## config.mk

```make
export PLATFORM = sky130hd
export DESIGN_NAME = press_gen
export DESIGN_NICKNAME = d
export VERILOG_FILES = /design/src/rtl/press_pkg.sv /design/src/rtl/press_timer.sv /design/src/rtl/press_gen.sv
export SDC_FILE = /design/constraint.sdc
export NUM_CORES = 1
export LEC_CHECK = 0
export ABC_AREA = 1
export BUFFER_PORTS_ARGS = -buffer_cell sky130_fd_sc_hd__buf_2
export CAP_MARGIN = 20
export CORE_ASPECT_RATIO = 1.4
export CORE_MARGIN = 2
export CORE_UTILIZATION = 45
export CTS_CLUSTER_DIAMETER = 40
export DETAILED_ROUTE_END_ITERATION = 12
export MAX_ROUTING_LAYER = met4
export PLACE_DENSITY = 0.77
export SYNTH_ARGS = -nofsm -noshare
export SYNTH_HDL_FRONTEND = slang
export SYNTH_SLANG_ARGS = --single-unit
```

## constraint.sdc

```tcl
create_clock -name clk -period 1.5 [get_ports clk]
set_input_delay 0.3 -clock clk [delete_from_list [all_inputs] [get_ports clk]]
set_output_delay 0.3 -clock clk [all_outputs]
set_load 0.03 [all_outputs]
```

## src/rtl/press_pkg.sv

```systemverilog
// press_pkg: FSM state encoding and default press timing shared by press_gen and the press detector.
package press_pkg;
  typedef enum logic [2:0] {IDLE, HOLD, WAIT_ACK, GAP, FIN} state_e;
  localparam int DEF_HOLD_CYCLES    = 6;
  localparam int DEF_GAP_CYCLES     = 2;
  localparam int DEF_TIMEOUT_CYCLES = 16;
  localparam int TMR_W              = 8;
endpackage

```

## src/rtl/press_timer.sv

```systemverilog
// press_timer: loadable down-counter that stops at zero; expired flags the zero count.
module press_timer
  import press_pkg::*;
#(
  parameter int W = TMR_W
) (
  input  logic         clk,
  input  logic         reset,
  input  logic         load_i,
  input  logic [W-1:0] load_val_i,
  output logic         expired_o
);
  logic [W-1:0] cnt_q;
  always_ff @(posedge clk or posedge reset)
    if (reset) cnt_q <= '0;
    else       cnt_q <= load_i ? load_val_i : (cnt_q != '0) ? cnt_q - 1'b1 : cnt_q;
  assign expired_o = cnt_q == '0;
endmodule

```

## src/rtl/press_gen.sv

```systemverilog
// press_gen: burst press pulse generator waiting for a detector ack after every press.
// Optional PRESS_TIMEOUT_EN bounds WAIT_ACK and reports a sticky err flag.
module press_gen
  import press_pkg::*;
#(
  parameter int HOLD_CYCLES    = DEF_HOLD_CYCLES,
  parameter int GAP_CYCLES     = DEF_GAP_CYCLES,
  parameter int CNT_W          = 8,
  parameter int TIMEOUT_CYCLES = DEF_TIMEOUT_CYCLES
) (
  input  logic             clk,
  input  logic             reset,
  input  logic             cmd_valid,
  input  logic [CNT_W-1:0] cmd_count,
  output logic             cmd_ready,
  input  logic             ack_in,
  output logic             press_out,
  output logic             busy,
  output logic             done,
  output logic [CNT_W-1:0] presses_sent,
  output logic             err
);
  localparam int GAP_M1 = GAP_CYCLES > 0 ? GAP_CYCLES - 1 : 0;
  localparam int TO_M1  = TIMEOUT_CYCLES > 0 ? TIMEOUT_CYCLES - 1 : 0;
  state_e state_q, state_d;
  logic [CNT_W-1:0] rem_q, rem_d, sent_q, sent_d;
  logic ack_seen_q, ack_seen_d;
  logic ready_q, press_q, busy_q, done_q;
  logic accept, ack, timeout, tmr_load, tmr_exp;
  logic [TMR_W-1:0] tmr_val;
  assign accept = cmd_valid & ready_q;
  assign ack    = ack_in | ack_seen_q;
`ifdef PRESS_TIMEOUT_EN
  logic err_q, err_d;
  assign timeout = tmr_exp & ~ack;
  assign err_d   = accept ? 1'b0 : (state_q == WAIT_ACK && timeout) ? 1'b1 : err_q;
  always_ff @(posedge clk or posedge reset)
    if (reset) err_q <= 1'b0;
    else       err_q <= err_d;
  assign err = err_q;
`else
  assign timeout = 1'b0;
  assign err     = 1'b0;
`endif
  always_comb begin
    state_d    = state_q;
    rem_d      = rem_q;
    sent_d     = sent_q;
    ack_seen_d = ack_seen_q;
    case (state_q)
      IDLE: if (accept) begin
        rem_d   = cmd_count;
        sent_d  = '0;
        state_d = (cmd_count != '0) ? HOLD : FIN;
      end
      HOLD: begin
        ack_seen_d = ack_seen_q | ack_in;
        state_d    = tmr_exp ? WAIT_ACK : HOLD;
      end
      WAIT_ACK: if (ack) begin
        sent_d  = &sent_q ? sent_q : sent_q + 1'b1;
        rem_d   = (rem_q != '0) ? rem_q - 1'b1 : rem_q;
        state_d = (GAP_CYCLES != 0) ? GAP : (rem_q > CNT_W'(1)) ? HOLD : FIN;
      end else if (timeout) state_d = FIN;
      GAP:      if (tmr_exp) state_d = (rem_q != '0) ? HOLD : FIN;
      FIN:      state_d = IDLE;
      default:  state_d = IDLE;
    endcase
    if (state_d == HOLD && state_q != HOLD) ack_seen_d = 1'b0;
  end
  // one timer reloaded on every state change covers hold, gap and ack timeout
  assign tmr_load = state_d != state_q;
  assign tmr_val  = state_d == HOLD     ? TMR_W'(HOLD_CYCLES - 1) :
                    state_d == GAP      ? TMR_W'(GAP_M1) :
                    state_d == WAIT_ACK ? TMR_W'(TO_M1) : '0;
  press_timer #(.W(TMR_W)) u_timer (
    .clk        (clk),
    .reset      (reset),
    .load_i     (tmr_load),
    .load_val_i (tmr_val),
    .expired_o  (tmr_exp)
  );
  always_ff @(posedge clk or posedge reset)
    if (reset) begin
      state_q    <= IDLE;
      rem_q      <= '0;
      sent_q     <= '0;
      ack_seen_q <= 1'b0;
      ready_q    <= 1'b0;
      press_q    <= 1'b0;
      busy_q     <= 1'b0;
      done_q     <= 1'b0;
    end else begin
      state_q    <= state_d;
      rem_q      <= rem_d;
      sent_q     <= sent_d;
      ack_seen_q <= ack_seen_d;
      ready_q    <= state_d == IDLE;
      press_q    <= state_d == HOLD;
      busy_q     <= state_d inside {HOLD, WAIT_ACK, GAP};
      done_q     <= state_d == FIN;
    end
  assign cmd_ready    = ready_q;
  assign press_out    = press_q;
  assign busy         = busy_q;
  assign done         = done_q;
  assign presses_sent = sent_q;
endmodule

```

==> run summary <==
FP Rows -> 28
H-tree Lvls -> 2
Vias/cell -> 5.69
Die Span Y -> 82 µm
WL/cell -> 18.4 µm
Detail Placement HPWL -> 3.77 mm
fin crit share -> 117%
P per Cell Area -> 2190 mW/mm²
Final setup viols -> 30
RSZ-0062 raised after global routing -> true
end-of-flow core utilization -> 75.4%
Pleak -> 1.54 nW
hold slack -> 0.0706 ns
GP Congestion -> 0.950
asr flop ratio synth -> 100%
hold crit path type -> primary input to async pin
io pins -> 25
total grt overflow -> 0
syn_nets -> 264
clk slew on worst S/H paths -> 0.07 ns
Synth Cell Area -> 0.00196 mm²
final hold vios -> 0
initial antenna violation count -> 0
maximum fanout along the worst path -> 5
Crit. End Element -> register
root buffer cell -> clkbuf_8
ANT cells -> 0
Peak Freq -> 569 MHz
Vias -> 2235
Primary FF master, synth -> dfrtp_1
Layout Nets -> 364
worst path required time -> 1.70 ns
Initial Utilization -> 46.5%
register area -> 806 µm²
first-pass GRT wire length -> 9.78 mm
multi-input logic area -> 0.00136 mm²
failing checks -> negative setup slack
Fill cells -> 266
Skew-Pair Late Insertion Delay -> 0.30 ns
Mapped Cells -> 247
initial drt markers -> 138
leading area contributor after synthesis -> dfrtp_1
commonest cells after routing, fill and taps aside -> buf_4 (59), nand2_1 (29), dfrtp_1 (28)
ANT nets after route -> 0
Max Cap Viol -> 0
maximum VDD drop -> 0.00156 V
commonest non-fill, non-tap cell in the layout -> buf_4
die area -> 0.00490 mm²
Synth area leaders -> dfrtp_1 (41%), nand2_1 (8.3%), nor2_1 (6.7%), inv_1 (4.6%), o21ai_0 (3.6%)
DR DRC count -> 0
Die Span X -> 59.7 µm
final worst-path setup slack -> -0.257 ns
Avg Cell Area, Syn -> 7.92 µm²
Worst Path Arrival -> 1.95 ns
Pins Over Slew Limit -> 0
synth unique cells -> 36
largest net degree at the start of global routing -> 33
total chip power -> 6.93 mW
crit path kind -> register to register
Post-synth EDFFs -> 0
P&R area growth vs syn -> 62.0%
WL final -> 7.24 mm
Max Clock Skew -> 0.0118 ns
Total GRT Usage -> 27.9%
Core Area -> 0.00420 mm²
share of cells above drive strength 1 -> 56.3%
minimum clock period -> 1.76 ns
Placed Cells incl. Taps -> 370
outcome -> finished with violations
First-pass DRT Iterations -> 4
clk sink count -> 32
Seq/Total Area, Yosys -> 40.9%
final cell count without fillers -> 393
synthesis-stage register bit count -> 32
startpoint types -> register
CTS tree -> done
Yosys top cell area share -> 40.9%
CTS buffer count -> 5
clock tree buffer depth -> 2
vias in the first global route -> 2174
Ys Warns -> 0
PortBufs -> 23
[worst paths after layout]
kind,endpoint,cells past startpoint,start,slack [ns]
setup / recovery,u_timer.cnt_q[0],13,u_timer.cnt_q[1],-0.26
hold / removal,done,3,reset,0.07
setup reg to reg,u_timer.cnt_q[0],13,u_timer.cnt_q[1],-0.26
hold reg to reg,presses_sent[6],1,presses_sent[6],0.53
max in group asynchronous,presses_sent[1],3,reset,1.10
min in group clk,rem_q[1],3,cmd_count[1],0.28
[power by group]
part / total (mW) / internal, mW / switching (mW)
sequential: 1.47 / 1.19 / 0.280
combinational: 4.61 / 2.02 / 2.59
clock: 0.853 / 0.493 / 0.360
[worst max-delay path: stages, from the launching register on]
cell and delay (ns):
dfrtp_1 0.37, inv_2 0.06, ha_4 0.18, inv_4 0.06
nor2_4 0.03, nand2_2 0.07, nor2_4 0.06, nand2_1 0.12
nand2_2 0.10, nor2_4 0.17, nand3_4 0.14, buf_4 0.17
nand2_1 0.06, o21ai_1 0.05
[registers in the layout, indices dropped and copies added, names as in the netlist]
signal / flops
state_q: 3
cmd_ready: 1
ack_seen_q: 1
presses_sent: 8
done: 1
busy: 1
u_timer.cnt_q: 8
rem_q: 8
press_out: 1
[logic make-up after synthesis]
group                      synth area share (%)
other                                     0.192
buffers and inverters                      6.91
and+or+nand+nor                            33.8
xor gates and xnor gates                   4.03
DFF                                        40.9
AOI/OAI and AO/OA                          10.9
adders and majority gates                  3.20
[metal layers]
metal  up-vias  share of wire, %  global-route usage [%]
li1       1011                 -                       -
met1      1078                34                    26.5
met2       100                56                    52.0
met3        46               3.9                    5.67
met4         0               5.8                    13.1
met5         -                 0                       -
[timing repair]
item | in CTS | in global routing
resized for setup | 43 | 59
hold buffers | 0 | 0
setup endpoints to repair | 21 | 31
buffers inserted | 8 | 9
pin swaps | 18 | 32
gates cloned | 1 | 0
[cell usage after synthesis, types with 2 or more instances]
cell / count
nand2_1: 43
nor2_1: 35
dfrtp_1: 32
inv_1: 24
o21ai_0: 14
nand3_1: 13
a21oi_1: 9
nor2_2: 8
nand4_1: 7
nor3_1: 7
inv_2: 6
xor2_1: 6
ha_1: 5
nand2_2: 5
o21ai_1: 4
nor2_4: 3
xnor2_1: 3
a22oi_1: 2
nand2_4: 2
o21a_1: 2
o22ai_1: 2
[through the flow]
step	setup slack, ns	area (µm²)	setup TNS [ns]
6_report	-0.257	3170	-5.28
5_1_grt	-0.348	3170	-7.00
4_1_cts	-0.143	2900	-0.986
3_5_place_dp	-0.187	2590	-1.60
3_3_place_gp	-0.133	2590	-0.846
2_1_floorplan	-0.0539	2000	-0.231
[layout make-up]
class                      instances  area share, %
tap                               45           1.78
clock buffer                       6           2.29
multi-input combinational        182           42.9
sequential                        32           25.4
inverter                          30           4.03
timing repair inverter             1          0.237
timing repair buffer              95           22.2
clock inverter                     2           1.11
(Power assumes the default switching activity.)
